$ cat src/rtl/dshot_pwm_output_if.sv
// Decoded DShot frame bus: one frame per frame_done strobe from the input decoder.
interface dshot_pwm_output_if;
    logic        frame_done;
    logic [10:0] set_speed;
    logic [5:0]  special_command;
    logic        is_special_command;
    logic        crc_valid;

    modport master (
        output frame_done, set_speed, special_command, is_special_command, crc_valid
    );
    modport slave (
        input frame_done, set_speed, special_command, is_special_command, crc_valid
    );
endinterface

$ cat src/rtl/dshot_pwm_output.sv
// Turns decoded DShot frames into a glitch-free ESC/servo PWM output.
// It also handles arming, the frame-loss watchdog and CRC-error accounting.
module dshot_pwm_output #(
    parameter int PERIOD_CYCLES    = 40000,
    parameter int MIN_PULSE_CYCLES = 16000,
    parameter int SCALE_SHIFT      = 3,
    parameter int MAX_SPEED        = 1999,
    parameter int ARM_FRAMES       = 10,
    parameter int FAILSAFE_CYCLES  = 1600000
) (
    input  logic               clk,
    input  logic               reset,
    dshot_pwm_output_if.slave  frame,
    output logic               pwm_out,
    output logic               armed,
    output logic               failsafe,
    output logic [7:0]         crc_err_count
);
    localparam int PW  = 16;
    localparam int WDW = $clog2(FAILSAFE_CYCLES);
    localparam int ACW = $clog2(ARM_FRAMES + 1);

    localparam logic [PW-1:0]  MIN_PULSE  = PW'(MIN_PULSE_CYCLES);
    localparam logic [PW-1:0]  LAST_COUNT = PW'(PERIOD_CYCLES - 1);
    localparam logic [WDW-1:0] WD_LAST    = WDW'(FAILSAFE_CYCLES - 1);
    localparam logic [ACW-1:0] ARM_LAST   = ACW'(ARM_FRAMES - 1);
    localparam logic [ACW-1:0] ARM_FULL   = ACW'(ARM_FRAMES);

    // A full-throttle pulse must still leave a low phase every period.
    if (MIN_PULSE_CYCLES + (MAX_SPEED << SCALE_SHIFT) >= PERIOD_CYCLES) begin : g_pulse_range_check
        $error("dshot_pwm_output: maximum pulse does not fit inside the PWM period");
    end
    if (PERIOD_CYCLES > (1 << PW)) begin : g_period_range_check
        $error("dshot_pwm_output: PERIOD_CYCLES exceeds the 16-bit counter");
    end

    logic [PW-1:0]  target_pulse;
    logic [PW-1:0]  active_pulse;
    logic [PW-1:0]  period_count;
    logic [WDW-1:0] watchdog;
    logic [ACW-1:0] arm_count;
    logic           valid_frame;
    logic           wd_expire;

    function automatic logic [PW-1:0] throttle_pulse(input logic [10:0] speed);
        logic [10:0] clamped;
        clamped = (speed > 11'(MAX_SPEED)) ? 11'(MAX_SPEED) : speed;
        return MIN_PULSE + (PW'(clamped) << SCALE_SHIFT);
    endfunction

    function automatic logic [7:0] sat_inc8(input logic [7:0] value);
        return (value == 8'hFF) ? value : value + 8'd1;
    endfunction

    assign valid_frame = frame.frame_done & frame.crc_valid;
    // A valid frame landing on the expiry cycle wins over the timeout.
    assign wd_expire   = ~failsafe & (watchdog == WD_LAST) & ~valid_frame;

    // Frame acceptance, arming and watchdog
    always_ff @(posedge clk) begin
        if (reset) begin
            armed         <= 1'b0;
            failsafe      <= 1'b0;
            crc_err_count <= 8'd0;
            arm_count     <= '0;
            watchdog      <= '0;
            target_pulse  <= MIN_PULSE;
        end else begin
            if (frame.frame_done && !frame.crc_valid) begin
                crc_err_count <= sat_inc8(crc_err_count);
            end
            if (valid_frame) begin
                watchdog <= '0;
                failsafe <= 1'b0;
                if (frame.is_special_command) begin
                    if (frame.special_command == 6'd0) begin
                        target_pulse <= MIN_PULSE;
                        if (!armed) begin
                            if (arm_count == ARM_LAST) begin
                                armed     <= 1'b1;
                                arm_count <= ARM_FULL;
                            end else begin
                                arm_count <= arm_count + 1'b1;
                            end
                        end
                    end else if (!armed) begin
                        arm_count <= '0;
                    end
                end else if (armed) begin
                    target_pulse <= throttle_pulse(frame.set_speed);
                end else begin
                    target_pulse <= MIN_PULSE;
                    arm_count    <= '0;
                end
            end else if (wd_expire) begin
                failsafe     <= 1'b1;
                armed        <= 1'b0;
                arm_count    <= '0;
                target_pulse <= MIN_PULSE;
            end else if (!failsafe) begin
                watchdog <= watchdog + 1'b1;
            end
        end
    end

    // PWM generator: the pulse width is only reloaded at the period boundary
    always_ff @(posedge clk) begin
        if (reset) begin
            period_count <= '0;
            active_pulse <= MIN_PULSE;
            pwm_out      <= 1'b0;
        end else begin
            pwm_out <= (period_count < active_pulse);
            if (period_count == LAST_COUNT) begin
                period_count <= '0;
                active_pulse <= failsafe ? MIN_PULSE : target_pulse;
            end else begin
                period_count <= period_count + 1'b1;
            end
        end
    end
endmodule

$ cat src/flat_wrapper.sv
// flat-port wrapper written by rule: the top's interface ports become plain ports
module dshot_pwm_output_flat 
#(
    parameter int PERIOD_CYCLES    = 40000,
    parameter int MIN_PULSE_CYCLES = 16000,
    parameter int SCALE_SHIFT      = 3,
    parameter int MAX_SPEED        = 1999,
    parameter int ARM_FRAMES       = 10,
    parameter int FAILSAFE_CYCLES  = 1600000
)
  (clk, reset, pwm_out, armed, failsafe, crc_err_count, frame_frame_done, frame_set_speed, frame_special_command, frame_is_special_command, frame_crc_valid);
  dshot_pwm_output_if frame_i ();
  input  logic clk;
  input  logic reset;
  output logic pwm_out;
  output logic armed;
  output logic failsafe;
  output logic [7:0] crc_err_count;
  input wire logic [$bits(frame_i.frame_done)-1:0] frame_frame_done;
  input wire logic [$bits(frame_i.set_speed)-1:0] frame_set_speed;
  input wire logic [$bits(frame_i.special_command)-1:0] frame_special_command;
  input wire logic [$bits(frame_i.is_special_command)-1:0] frame_is_special_command;
  input wire logic [$bits(frame_i.crc_valid)-1:0] frame_crc_valid;
  assign frame_i.frame_done = frame_frame_done;
  assign frame_i.set_speed = frame_set_speed;
  assign frame_i.special_command = frame_special_command;
  assign frame_i.is_special_command = frame_is_special_command;
  assign frame_i.crc_valid = frame_crc_valid;
  dshot_pwm_output #(.PERIOD_CYCLES(PERIOD_CYCLES), .MIN_PULSE_CYCLES(MIN_PULSE_CYCLES), .SCALE_SHIFT(SCALE_SHIFT), .MAX_SPEED(MAX_SPEED), .ARM_FRAMES(ARM_FRAMES), .FAILSAFE_CYCLES(FAILSAFE_CYCLES)) u_core (.clk(clk), .reset(reset), .frame(frame_i), .pwm_out(pwm_out), .armed(armed), .failsafe(failsafe), .crc_err_count(crc_err_count));
endmodule
$ cat config.mk
export PLATFORM = sky130hd
export DESIGN_NAME = dshot_pwm_output_flat
export DESIGN_NICKNAME = d
export VERILOG_FILES = /design/src/rtl/dshot_pwm_output_if.sv /design/src/rtl/dshot_pwm_output.sv /design/src/flat_wrapper.sv
export SDC_FILE = /design/constraint.sdc
export NUM_CORES = 1
export LEC_CHECK = 0
export BUFFER_PORTS_ARGS = -buffer_cell sky130_fd_sc_hd__buf_2
export CAP_MARGIN = 0
export CORE_ASPECT_RATIO = 1.2
export CORE_MARGIN = 1
export CORE_UTILIZATION = 53
export DETAILED_ROUTE_END_ITERATION = 12
export PLACE_DENSITY_LB_ADDON = 0.12
export SLEW_MARGIN = 15
export SYNTH_ARGS = -nofsm -noshare
export SYNTH_HDL_FRONTEND = slang
export SYNTH_SLANG_ARGS = --single-unit
$ cat constraint.sdc
create_clock -name clk -period 1.89 [get_ports clk]
set_input_delay 0.0945 -clock clk [delete_from_list [all_inputs] [get_ports clk]]
set_output_delay 0.0945 -clock clk [all_outputs]
set_load 0.02 [all_outputs]
Yosys cells after proc, flatten, opt, wreduce, memory -nomap -nowiden
Cells that the tools add are included.
{"block": "op_classes", "addsub": 5, "n_mul": 0, "div": 0, "magnitude_cmp": 2, "eq_ne": 8, "shift": 0, "mux": 20, "bitwise": 7, "n_reduce_logical": 11}
{"op": "16-bit 2-to-1 mux", "n": 6}
{"op": "4-bit 2-to-1 mux", "n": 7}
{"op": "21-bit by 1-bit adder with 21-bit output (second input constant)", "n": 1}
{"op": "21-bit equality test (second input constant)", "n": 1}
{"op": "16-bit by 1-bit adder with 16-bit output (second input constant)", "n": 1}
{"op": "16-bit equality test (second input constant)", "n": 1}
{"op": "16-bit less-than comparator", "n": 1}
{"op": "14-bit by 14-bit adder with 15-bit output (first input constant)", "n": 1}
{"op": "11-bit > comparator (second input constant)", "n": 1}
{"op": "11-bit 2-to-1 mux", "n": 1}
{"op": "8-bit by 1-bit adder with 8-bit output (second input constant)", "n": 1}
{"op": "8-bit equality test (second input constant)", "n": 1}
{"op": "2-bit AND reduction", "n": 4}
{"op": "6-bit logical NOT", "n": 1}
{"op": "1-bit 2-to-1 mux", "n": 6}
{"op": "4-bit by 1-bit adder with 4-bit output (second input constant)", "n": 1}
{"op": "4-bit equality test (second input constant)", "n": 1}
{"op": "2-bit inequality test (second input constant)", "n": 2}
{"op": "4-bit inequality test (second input constant)", "n": 1}
{"op": "1-bit inverter", "n": 4}
{"op": "2-bit OR reduction", "n": 2}
{"op": "1-bit bitwise AND", "n": 3}
{"op": "3-bit inequality test (second input constant)", "n": 1}
{"op": "3-bit AND reduction", "n": 1}
{"op": "3 further kinds", "n": 3}
{"block": "totals", "register_bits": 84, "latchBits": 0, "ram_bits": 0, "mem_bits_ro": 0, "in_bits": 22, "elab_cells": 62, "mem_count": 0}

Longest topological paths before layout
{"block": "depth", "word_depth": 6, "mapped_depth": 8, "mapped_depth_nobuf": 7}

Worst setup path before layout
No wires, ideal clock.
{"block": "synth_path", "path_kind": "register -> register", "start": "register u_core.watchdog[12]", "end": "register u_core.target_pulse[8]", "setup_ns": 0.117, "arrival_ns": 1.848, "slack_ns": -0.075, "path_stages_with_launch": 9, "n_path_buf": 3, "synth_period_minus_slack_ns": 1.965, "cell_sequence": "dfxtp_1 > buf_2 > or4bb_1 > nor4_4 > and4_1 > buf_6 > buf_6 > nor2_2 > a32o_1"}
{"block": "synth_between", "elab_chain_cells": 5}
{"element": "start, declared", "line": "dshot_pwm_output.sv:40", "rtl": "logic [WDW-1:0] watchdog;"}
{"element": "start signal, assigned", "line": "dshot_pwm_output.sv:101", "rtl": "watchdog <= watchdog + 1'b1;"}
{"element": "21-bit equality test", "line": "dshot_pwm_output.sv:57", "rtl": "assign wd_expire = ~failsafe & (watchdog == WD_LAST) & ~valid_frame;"}
{"element": "1-bit bitwise AND (2 in series)", "line": "dshot_pwm_output.sv:57"}
{"element": "2-bit nonzero test (no source line)"}
{"element": "2-bit AND reduction (no source line)"}
{"element": "end signal, assigned", "line": "dshot_pwm_output.sv:90", "rtl": "target_pulse <= throttle_pulse(frame.set_speed);"}
{"element": "end, declared", "line": "dshot_pwm_output.sv:37", "rtl": "logic [PW-1:0] target_pulse;"}
No other way between the ends.
A chain may end at the register's enable or synchronous reset.

Final worst setup path
{"block": "layout_path", "start": "register u_core.watchdog[11]", "end": "register u_core.target_pulse[8]"}
Same word-level chain as after synthesis.

==> impl_metrics.csv <==
group,metric,value,unit
outcome,status,"completed",
setup_path,crit_family,"simple AND/OR/NAND/NOR gates",
power_and_ir_drop,switching_share,22.03,%
setup_path,critPathCaptureType,"register",
timing,tightest_slew,420.2,ps
clocking,h-tree-depth,3,
place,pre_cts_slack,9.530,ps
synthesis,netlist_area,3635,um2
synthesis,synth_edf_count,0,
layout,nFillCells,547,
synthesis,yosys.area.top_type,"dfxtp_1",
drt,vias,3273,
floorplanning,rows,32,
timing,drv_slew,0,
timing,finalWorstSetupSlack,33.40,ps
setup_path,slowest_delay,530,ps
floorplanning,ioPinCount,33,
drt,drt_wl_total,8.376,mm
synthesis,synth_top_area_share,41.86,%
timing,finalCritPeriodShare,98.23,%
clocking,clkTransAtPathRegs,70,ps
floorplanning,initial_core_util,55.69,%
setup_path,criticalPathCategory,"register to register",
power_and_ir_drop,clkPwrFrac,42.5,%
layout,fin_cells,571,
place,globalplace.congestion,0.8190,
layout,finalNetCount,520,
drt,first_iter_violations,133,
drt,viasPerCell,5.732,
timing,period_needed,1857,ps
synthesis,synth_nets,455,
synthesis,yosysWarnings,0,
layout,antenna_cells,0,
clocking,cts_tree,"built",
layout,area_growth,20.34,%
timing,max-slew-margin-rel,71.26,%
timing,final.setup.tns,0,ps
global_route,grt_overflow,0,
timing,grt_setup_unrepaired,"true",
synthesis,ys_top_cells_by_area,"dfxtp_1 (42%), ha_1 (5.5%), nor2_1 (5.2%)",
clocking,cts.sinks,76,
power_and_ir_drop,power_frac_seq,52.5,%
timing,finalSetupViolCount,0,
place,hpwl,6.081,mm
layout,seqCellArea,1529,um2
setup_path,cp_slowest_cell,"or4bb_4",
power_and_ir_drop,pwr-share-comb,5.0,%
floorplanning,die_h,92.72,um
drt,dr.pass1.iters,4,
layout,drive_above_1_share,20.78,%
floorplanning,die_area,7194,um2
timing,skew,7.734,ps
power_and_ir_drop,p_leak,1.751,nW
hold_path,hold_class,"input port to register",
clocking,clockBufferDepth,2,
setup_path,crit_arrival,2090,ps
global_route,grt_pass1_vias,3209,
setup_path,critPathRequiredTime,2120,ps
power_and_ir_drop,p_total,3.093,mW
drt,wl_per_cell,14.67,um
place,dp.cells,550,
power_and_ir_drop,p_switching,0.6813,mW
power_and_ir_drop,p_int,2.412,mW
synthesis,ys_types,52,
clocking,clk_latency,340,ps
layout,multi_input_area,2017,um2
clocking,cts_made_buffers,9,
power_and_ir_drop,power-per-cell-area,707.1,nW/um2
floorplanning,dieWidth,77.60,um
setup_path,cp_max_fo,5,
global_route,grtUsageTotal,24.70,%
drt,drc_errors,0,
floorplanning,core,6526,um2
run,cap_violations,0,
synthesis,synth_most_common_cell,"dfxtp_1",
synthesis,synth_seq_cells,76,
global_route,antenna_found_initial,0,
synthesis,yosys-top-cells-count,"dfxtp_1 (76), nor2_1 (50), a21oi_1 (27), nand2_1 (27), o21ai_0 (25)",
synthesis,ys_seq_area_share,41.86,%
synthesis,synthFlopType,"dfxtp_1",
place,port_buffers,32,
drt,antenna_left,0,
setup_path,crit_buf_inv,1,
power_and_ir_drop,vdd_drop_max,0.3698,mV
timing,hold_viol,0,
global_route,grt_pass1_wl,14.08,mm
clocking,clock-root-buffer,"clkbuf_8",
timing,finalHoldWorstSlack,45.25,ps
synthesis,syn_area_per_cell,8.716,um2
timing,fmax,0.5386,GHz
synthesis,syn_inst,417,
global_route,grt_max_degree,18,
synthesis,synthArstFlopShare,0,%
setup_path,crit_chain,"or4bb_4 -> nor4_4 -> and4_4 -> buf_6 -> nor2_4 -> a32o_1",
setup_path,critPathLaunchType,"register",
[cell type report]
cell class,instances,area share (%)
repair buffers,69,10.44
clock inverters,5,1.773
clock buffers,10,2.918
inverters,16,1.373
flip-flops and latches,76,34.95
well taps,85,2.431
multi-input cells,310,46.11
[cell usage in the layout (no fill, tap or decap), types with 16 or more instances in the layout]
master,count
a21oi_1,25
buf_2,32
o21ai_0,22
nand2_1,27
nand4_1,21
buf_4,31
inv_1,16
xor2_1,21
dfxtp_1,70
nor2_1,49
[worst reg2reg max path, cell delays in order (launching register included)]
cell and delay [ps]:
dfxtp_2 330, or4bb_4 530, nor4_4 250, and4_4 270
buf_6 120, nor2_4 30, a32o_1 220
[metal layers]
layer / part of all wire, % / vias to the layer above / global-route usage (%)
met5: 0 / - / 0
met2: 53 / 86 / 44.25
li1: - / 1638 / -
met1: 41 / 1527 / 27.02
met4: 2.9 / 0 / 16.19
met3: 3.3 / 22 / 3.350
[timing repair]
action                                  in CTS  in global routing
setup buffers                                0                  3
gates resized for setup                      0                 20
endpoints found under the hold margin        3                  0
pin swaps                                    0                 12
endpoints found under the setup margin       1                 20
hold buffers                                 3                  0
[state kept, by name, indices dropped and copies added, names as in the netlist]
signal	count
u_core.active_pulse	12
u_core.arm_count	4
u_core.armed	1
u_core.crc_err_count	8
u_core.failsafe	1
u_core.period_count	16
u_core.pwm_out	1
u_core.target_pulse	12
u_core.watchdog	21
[cells by family after synthesis]
kind of cell | after synthesis | synth area share [%]
AO/OA/AOI/OAI | 88 | 15.39
XOR/XNOR | 30 | 7.229
adder cells (fa/ha/maj) | 16 | 5.508
buffers and inverters | 31 | 3.752
flip-flops | 76 | 41.86
multiplexers | 2 | 0.5508
AND/OR/NAND/NOR | 174 | 25.71
[worst paths after layout]
kind	startpoint	endpoint	slack, ps	cells after the start
max reg2reg	u_core.watchdog[11]	u_core.target_pulse[8]	30	6
min	frame_set_speed[10]	u_core.target_pulse[13]	50	3
min reg2reg	u_core.period_count[0]	u_core.period_count[0]	450	1
max	u_core.watchdog[11]	u_core.target_pulse[8]	30	6
[power groups by stage]
stage               Clock, mW  Combinational (mW)  Sequential (mW)
floorplan                   0              0.0739             1.67
global placement            0               0.143             1.66
finish                   1.31               0.155             1.62
global route             1.42               0.172             1.63
detailed placement          0               0.148             1.66
CTS                      1.34               0.153             1.62
[stage by stage]
stage / utilization [%] / area, um2
final: 67.02 / 4374
after global placement: 62.25 / 4063
after detailed placement: 62.25 / 4063
after global routing: 67.02 / 4374
after floorplan: - / 3646
after CTS: 65.86 / 4298
Note: power is estimated with default switching activity, not from simulation.
